==> config.mk <==
export PLATFORM = sky130hd
export DESIGN_NAME = muldiv_sequencer
export DESIGN_NICKNAME = d
export VERILOG_FILES = /design/src/rtl/muldiv_sequencer_pkg.sv /design/src/rtl/muldiv_sequencer_div_iter_core.sv /design/src/rtl/muldiv_sequencer.sv
export SDC_FILE = /design/constraint.sdc
export NUM_CORES = 2
export LEC_CHECK = 0
export CORE_MARGIN = 2
export CORE_UTILIZATION = 66
export DETAILED_ROUTE_END_ITERATION = 8
export HOLD_SLACK_MARGIN = 0.03
export PLACE_DENSITY = 0.84
export SYNTH_ARGS = -nofsm -noshare
export SYNTH_HDL_FRONTEND = slang
export SYNTH_SLANG_ARGS = --single-unit
export TNS_END_PERCENT = 100
==> constraint.sdc <==
create_clock -name clk -period 10.4 [get_ports clk]
set_input_delay 1.56 -clock clk [delete_from_list [all_inputs] [get_ports clk]]
set_output_delay 1.56 -clock clk [all_outputs]
set_load 0.02 [all_outputs]
==> src/rtl/muldiv_sequencer_pkg.sv <==
// Shared constants for the EXE-stage HI/LO multiply/divide sequencer:
// ALU function codes, FSM state encoding and the divide-by-zero LO value.
package muldiv_sequencer_pkg;

  localparam logic [5:0] FUNCT_MULT  = 6'h18;
  localparam logic [5:0] FUNCT_MULTU = 6'h19;
  localparam logic [5:0] FUNCT_DIV   = 6'h1A;
  localparam logic [5:0] FUNCT_DIVU  = 6'h1B;

  localparam logic [31:0] DIV_BY_ZERO_LO = 32'hFFFF_FFFF;

  typedef enum logic [1:0] {
    MD_IDLE = 2'd0,
    MD_MUL  = 2'd1,
    MD_DIV  = 2'd2,
    MD_DONE = 2'd3
  } md_state_e;

  function automatic logic is_muldiv(input logic [5:0] f);
    return (f == FUNCT_MULT) || (f == FUNCT_MULTU) ||
           (f == FUNCT_DIV)  || (f == FUNCT_DIVU);
  endfunction

  function automatic logic is_div(input logic [5:0] f);
    return (f == FUNCT_DIV) || (f == FUNCT_DIVU);
  endfunction

  function automatic logic is_signed_op(input logic [5:0] f);
    return (f == FUNCT_MULT) || (f == FUNCT_DIV);
  endfunction

endpackage

==> src/rtl/muldiv_sequencer_div_iter_core.sv <==
// One radix-2 restoring divide step on {remainder, quotient}: shift in the
// next dividend bit, subtract the divisor if it fits, record the quotient bit.
module div_iter_core #(
  parameter int W = 32
) (
  input  logic [W-1:0] rem,
  input  logic [W-1:0] quo,
  input  logic [W-1:0] divisor,
  output logic [W-1:0] rem_next,
  output logic [W-1:0] quo_next
);

  logic [W:0] partial;
  logic [W:0] diff;

  // rem < divisor always holds, so partial < 2*divisor and diff[W] is a clean borrow.
  always_comb begin
    partial  = {rem, quo[W-1]};
    diff     = partial - {1'b0, divisor};
    rem_next = diff[W] ? partial[W-1:0] : diff[W-1:0];
    quo_next = {quo[W-2:0], ~diff[W]};
  end

endmodule

==> src/rtl/muldiv_sequencer.sv <==
// HI/LO multiply/divide sequencer beside the EXE-stage ALU: holds the pipeline
// with stall_req while a 2-cycle multiply or iterative divide runs.
//
// state   | meaning
// IDLE    | waiting; a muldiv func with in_valid starts an operation
// MUL_RUN | product of the captured operands registered into HI/LO
// DIV_RUN | one restoring iteration per cycle on operand magnitudes
// DONE    | one-cycle HI/LO write pulse; pipeline advances
module muldiv_sequencer #(
  parameter int DIV_ITER = 32,
  parameter int DATA_W   = 32
) (
  input  logic              clk,
  input  logic              rst,
  input  logic              in_valid,
  input  logic [5:0]        func,
  input  logic [DATA_W-1:0] src_a,
  input  logic [DATA_W-1:0] src_b,
  input  logic              flush,
  output logic              stall_req,
  output logic              busy,
  output logic              result_valid,
  output logic [DATA_W-1:0] hi_o,
  output logic [DATA_W-1:0] lo_o
);
  import muldiv_sequencer_pkg::*;

  localparam int CNT_W = (DIV_ITER > 1) ? $clog2(DIV_ITER) : 1;
  localparam logic [CNT_W-1:0] CNT_LAST = CNT_W'(DIV_ITER - 1);

  md_state_e state, state_next;

  logic              start;
  logic              load, mul_fire, div_step, div_last;
  logic [CNT_W-1:0]  cnt;
  logic              op_signed;
  logic [DATA_W-1:0] a_reg, b_reg, rem_reg, quo_reg, hi_reg, lo_reg;
  logic [DATA_W-1:0] divisor, rem_next, quo_next, src_a_mag;
  logic [2*DATA_W-1:0] mul_a, mul_b, product;

  assign start = (state == MD_IDLE) & in_valid & ~flush & is_muldiv(func);

  always_ff @(posedge clk or negedge rst) begin
    if (!rst) state <= MD_IDLE;
    else      state <= state_next;
  end

  always_comb begin
    state_next   = state;
    stall_req    = 1'b0;
    result_valid = 1'b0;
    load         = 1'b0;
    mul_fire     = 1'b0;
    div_step     = 1'b0;
    div_last     = 1'b0;
    case (state)
      MD_IDLE: begin
        if (start) begin
          stall_req = 1'b1;
          load      = 1'b1;
          if (!is_div(func))     state_next = MD_MUL;
          else if (src_b == '0)  state_next = MD_DONE;
          else                   state_next = MD_DIV;
        end
      end
      MD_MUL: begin
        stall_req = ~flush;
        if (flush) state_next = MD_IDLE;
        else begin
          mul_fire   = 1'b1;
          state_next = MD_DONE;
        end
      end
      MD_DIV: begin
        stall_req = ~flush;
        if (flush) state_next = MD_IDLE;
        else begin
          div_step = 1'b1;
          if (cnt == CNT_LAST) begin
            div_last   = 1'b1;
            state_next = MD_DONE;
          end
        end
      end
      MD_DONE: begin
        result_valid = ~flush;
        state_next   = MD_IDLE;
      end
      default: state_next = MD_IDLE;
    endcase
  end

  assign src_a_mag = (is_signed_op(func) && src_a[DATA_W-1]) ? -src_a : src_a;
  assign divisor   = (op_signed && b_reg[DATA_W-1]) ? -b_reg : b_reg;

  div_iter_core #(.W(DATA_W)) u_div_iter_core (
    .rem      (rem_reg),
    .quo      (quo_reg),
    .divisor  (divisor),
    .rem_next (rem_next),
    .quo_next (quo_next)
  );

  // 33x33 signed product equals the low 64 bits of the sign-extended 64x64 product.
  assign mul_a   = {{DATA_W{op_signed & a_reg[DATA_W-1]}}, a_reg};
  assign mul_b   = {{DATA_W{op_signed & b_reg[DATA_W-1]}}, b_reg};
  assign product = mul_a * mul_b;

  always_ff @(posedge clk or negedge rst) begin
    if (!rst) begin
      cnt       <= '0;
      op_signed <= 1'b0;
      a_reg     <= '0;
      b_reg     <= '0;
      rem_reg   <= '0;
      quo_reg   <= '0;
      hi_reg    <= '0;
      lo_reg    <= '0;
    end else begin
      if (load) begin
        cnt       <= '0;
        op_signed <= is_signed_op(func);
        a_reg     <= src_a;
        b_reg     <= src_b;
        rem_reg   <= '0;
        quo_reg   <= src_a_mag;
        if (is_div(func) && src_b == '0) begin
          hi_reg <= src_a;
          lo_reg <= DATA_W'(DIV_BY_ZERO_LO);
        end
      end
      if (mul_fire) begin
        hi_reg <= product[2*DATA_W-1:DATA_W];
        lo_reg <= product[DATA_W-1:0];
      end
      if (div_step) begin
        cnt     <= cnt + CNT_W'(1);
        rem_reg <= rem_next;
        quo_reg <= quo_next;
      end
      if (div_last) begin
        lo_reg <= (op_signed && (a_reg[DATA_W-1] ^ b_reg[DATA_W-1])) ? -quo_next : quo_next;
        hi_reg <= (op_signed && a_reg[DATA_W-1]) ? -rem_next : rem_next;
      end
    end
  end

  assign busy = (state != MD_IDLE);
  assign hi_o = hi_reg;
  assign lo_o = lo_reg;

endmodule

# Yosys cells after proc, flatten, opt, wreduce, memory -nomap -nowiden
# Cells that the tools add are included.
# op_classes
addsub	6
multipliers	1
div_mod_pow	0
order_cmp	0
n_eq_ne	10
shifts	0
muxes	36
n_bitwise	8
n_reduce_logical	19
# op_table
op	count
two-way mux 32 bit	17
negator 32 bit	4
multiplier 33 x 33 -> 64 bit	1
subtractor 33 x 32 -> 33 bit	1
zero test 32 bit	1
equality test 6 x 5 -> 1 bit, second input constant	4
two-way mux 1 bit	10
two-way mux 2 bit	5
two-way mux 5 bit	2
one-hot mux 2 bit (4 select lines)	1
nonzero test 3 bit	2
adder 5 x 1 -> 5 bit, second input constant	1
AND 1 bit	5
equality test 5 bit, second input constant	1
logical AND 1 bit	5
logical OR 1 bit	5
equality test 2 bit, second input constant	2
AND reduction 2 bit	2
nonzero test 2 bit	2
inequality test 3 bit, second input constant	1
equality test 2 x 1 -> 1 bit, second input constant	1
zero test 2 bit	1
inequality test 2 bit, second input constant	1
inverter 1 bit	2
other kinds (3)	3
# word_totals
reg_bits	200
latchBits	0
mem_bits_rw	0
romBits	0
output_inout_bits	67
elab_cells	89
memories	0

# Logic depth before layout (Yosys ltp)
# depth
ltp_word	10
mapped_depth	34
mapped_depth_nobuf	29

# By module
# A second synthesis with hierarchy kept.
# hier_totals
cells_unflattened	5918
hier_area_um2	51834.7
# modules_own_cells
module	instances	cells_each	area_per_inst_um2
muldiv_sequencer	1	5579	49296.0
div_iter_core	1	339	2538.7

# Least setup slack after synthesis
# Ideal clock, no wire load.
# synth_timing
kind	register to register
start	reg op_signed
end	reg hi_reg[29], in the netlist hi_o[29]
setup_time_ps	134
arrival_time_ps	8530
required_ps	10266
slack_ps	1736
path_stages_with_launch	33
n_path_buf	4
cell_sequence	dfrtp_1 > and2_1 > clkbuf_1 > clkbuf_1 > clkbuf_1 > nand2_1 > inv_1 > fa_1 > inv_1 > fa_1 > inv_1 > fa_1 > fa_1 > inv_1 > fa_1 > inv_1 > fa_1 > inv_1 > fa_1 > fa_1 > inv_1 > ha_1 > clkbuf_1 > nand2_1 > nor2_1 > and3_1 > and3_1 > a2111oi_0 > nor3_1 > a31oi_1 > o211a_1 > o31ai_1 > o31ai_2
# synth_between
elab_chain_len	7
word_cells_on_any_way	12
# synth_rtl
item	line	rtl
from (decl)	muldiv_sequencer.sv:36	logic op_signed;
from (signal assigned)	muldiv_sequencer.sv:122	op_signed <= is_signed_op(func);
logical AND 1 bit	muldiv_sequencer.sv:94	assign divisor = (op_signed && b_reg[DATA_W-1]) ? -b_reg : b_reg;
two-way mux 32 bit	muldiv_sequencer.sv:94	
subtractor 33 x 32 -> 33 bit	muldiv_sequencer_div_iter_core.sv:19	diff = partial - {1'b0, divisor};
two-way mux 32 bit	muldiv_sequencer_div_iter_core.sv:20	rem_next = diff[W] ? partial[W-1:0] : diff[W-1:0];
negator 32 bit	muldiv_sequencer.sv:143	hi_reg <= (op_signed && a_reg[DATA_W-1]) ? -rem_next : rem_next;
two-way mux 32 bit	muldiv_sequencer.sv:143	
two-way mux 32 bit (*)	muldiv_sequencer.sv:141	if (div_last) begin
to (signal assigned)	muldiv_sequencer.sv:128	hi_reg <= src_a;
to (signal assigned)	muldiv_sequencer.sv:133	hi_reg <= product[2*DATA_W-1:DATA_W];
to (signal assigned)	muldiv_sequencer.sv:143	
to (decl)	muldiv_sequencer.sv:37	logic [DATA_W-1:0] a_reg, b_reg, rem_reg, quo_reg, hi_reg, lo_reg;
# Every way passes the cells marked *; elsewhere a longest branch is shown, timed or not.
# A chain may end at the register's enable or synchronous reset.

# Worst setup path after layout
# Ends and elaborated chain as after synthesis.

==> out/metrics.cfg <==
[floorplanning]
die_y_um = 285.5
core_area_mm2 = 0.07874
initial_core_util_pct = 66.43
rows = 103
num_io_pins = 141
die_width_um = 285.5
dieArea_mm2 = 0.08152

[cts]
cts.sinks = 200
numCtsBuffers = 17
cts_setup_buffers = 0
cts_tree = built
clockRootBuffer = clkbuf_16
cts_resized = 0
htreeDepth = 4
insertion_delay_ns = 0.49
cts_hold_buffers = 0
cts_buffer_depth = 2
cts.clk_slew.worst_paths_ns = 0.09

[sta]
tightest_slew_ns = 1.391
max_freq_mhz = 106.8
final.min_clock_period_ns = 9.365
finalClockSkew_ns = 0.02288
slew_violations = 0
setup_violations = 0
finalCritPeriodShare_pct = 90.05
hold_violations = 0
setup_tns_ns = 0
relSlewSlack_pct = 7.250
setup_ws_ns = 1.035
rsz0062_at_grt = false

[run_status]
status = finished, final reports clean

[placed_design]
dpl_worst_slack_ns = 1.219
port_buffers = 140
dp_hpwl_mm = 125.4
gp_congestion = 0.9969

[worst_setup_path]
reg2reg_to = hi_o[29]
crit_slowest_cell = fa_1
timing.rr.start = op_signed
crit_path_max_incr_delay_ns = 0.66
path_common_cell = fa_1
crit_path_end_kind = flip-flop
crit_start = op_signed
cp-start-kind = flip-flop
critPathKind = flip-flop to flip-flop
rr_worst_depth = 28
critPathMaxFanout = 24
cp-endpoint = hi_o[29]
crit_arrival_ns = 9.70
cp.required_ns = 10.73
ff2ff_setup_slack_ns = 1.03

[global_routing]
grt_pass1_wl_mm = 249.1
grt_max_degree = 109
grt_pass1_vias = 45350
overflow = 0
antenna_found_initial = 6
track_usage_pct = 39.79

[synthesis]
syn_area_mm2 = 0.05231
synth_largest_area_cell = fa_1
synth.most_common_cell = inv_1
ys_types = 99
syn_avg_cell_area_um2 = 8.762
synth.area.top_cells = fa_1 (43%), dfrtp_1 (9.6%), inv_1 (8.3%)
synth_edf_count = 0
synthFlopType = dfrtp_1
ys_seq_area_share_pct = 9.568
synth_warnings = 0
synth_common_cells = inv_1 (1,159), fa_1 (1,126), nand2_1 (1,038)
synth_cells = 5970
postSynth.asyncResetShare_pct = 100.0
ys_ff_latch = 200
syn_nets = 7427
synth_top_area_share_pct = 43.09

[worst_hold_path]
hold_path.class = flip-flop to flip-flop

[drt]
drcViolationCount = 0
vias = 42590
ant_nets = 0
first_pass_iters = 6
drt_iter0_drc = 4328
wl_mm = 156.5
wl_per_cell_um = 22.55
via_per_inst = 6.137

[flow_run]
drv_cap = 0

[finish]
regArea_mm2 = 0.005005
multiInputGateArea_mm2 = 0.04156
syn2layout_area_growth_pct = 5.274
drive_above_1_share_pct = 3.346
final_nets = 7332
nFillCells = 5861

==> final cells by class <==
cell class,count,share of cell area [%]
Clock inverter,15,0.3113
Antenna cell,2,0.009088
Sequential cell,200,9.088
Inverter,1160,7.911
Tap cell,1050,2.386
Timing Repair Buffer,249,4.060
Clock buffer,17,0.7725
Multi-Input combinational cell,4247,75.46
==> how the worst min path moves through the flow <==
stage                    from        end  slack (ns)  depth (start not counted)
global placement    a_reg[18]  a_reg[18]        0.46                          2
finish                 cnt[3]     cnt[3]        0.48                          1
CTS                    cnt[3]     cnt[3]        0.48                          1
floorplan              cnt[3]     cnt[3]        0.44                          1
detailed placement  a_reg[18]  a_reg[18]        0.47                          2
global route           cnt[3]     cnt[3]        0.49                          1
==> worst max-delay path, delay by kind of cell, from the launching register on <==
| kind | cells | cell delay, ns |
|---|---|---|
| flops | 1 | 0.43 |
| compound gates | 9 | 2.27 |
| simple gates | 4 | 0.69 |
| fa+ha+maj | 9 | 4.75 |
| buf+inv | 6 | 1.10 |
==> cell usage in the layout (no fill, tap or decap), drive strengths merged, types with 29 or more instances in the layout <==
cell,netlist,final
o211ai,46,46
a21oi,190,190
or3,30,30
fa,1126,1126
clkdlybuf4s50,0,139
a21o,39,39
nand2,1038,1038
nor3,47,47
xnor2,126,126
a31oi,33,33
xor2,73,73
nand2b,29,29
nor2,169,169
mux2i,54,54
inv,1160,1169
ha,257,257
buf,52,109
and3,34,34
dfrtp,200,200
nor4,31,31
o21ai,222,222
and2,362,362
nand3,58,58
==> logic make-up after synthesis <==
| kind of cell | count (synthesis) | synth area share, % |
|---|---|---|
| adder cells (fa/ha/maj) | 1383 | 49.24 |
| AND/OR/NAND/NOR | 1891 | 16.84 |
| AO/OA/AOI/OAI | 715 | 8.783 |
| multiplexers | 59 | 1.189 |
| flip-flops | 200 | 9.568 |
| buffers and inverters | 1523 | 11.05 |
| XOR/XNOR | 199 | 3.332 |
==> per-layer routing <==
layer	vias to the layer above	global-route usage, %	wire [um]
met4	8	24.48	11650
met2	2661	62.69	72520
met5	-	0	58
met3	706	9.338	17750
li1	17990	-	-
met1	21230	50.22	54530
==> through the flow <==
stage	cells	cell area, um^2	hold slack, ns	utilization, %
floorplan	5970	52310	0.4436	-
finish	6940	55070	0.4817	69.94
global route	6938	55060	0.4938	69.93
global placement	6906	54470	0.4627	69.17
CTS	6938	55060	0.4831	69.93
detailed placement	6906	54470	0.4657	69.17
Power is not shown: default switching activity piles up to over one toggle a cycle in this logic, so the estimate is an artifact.
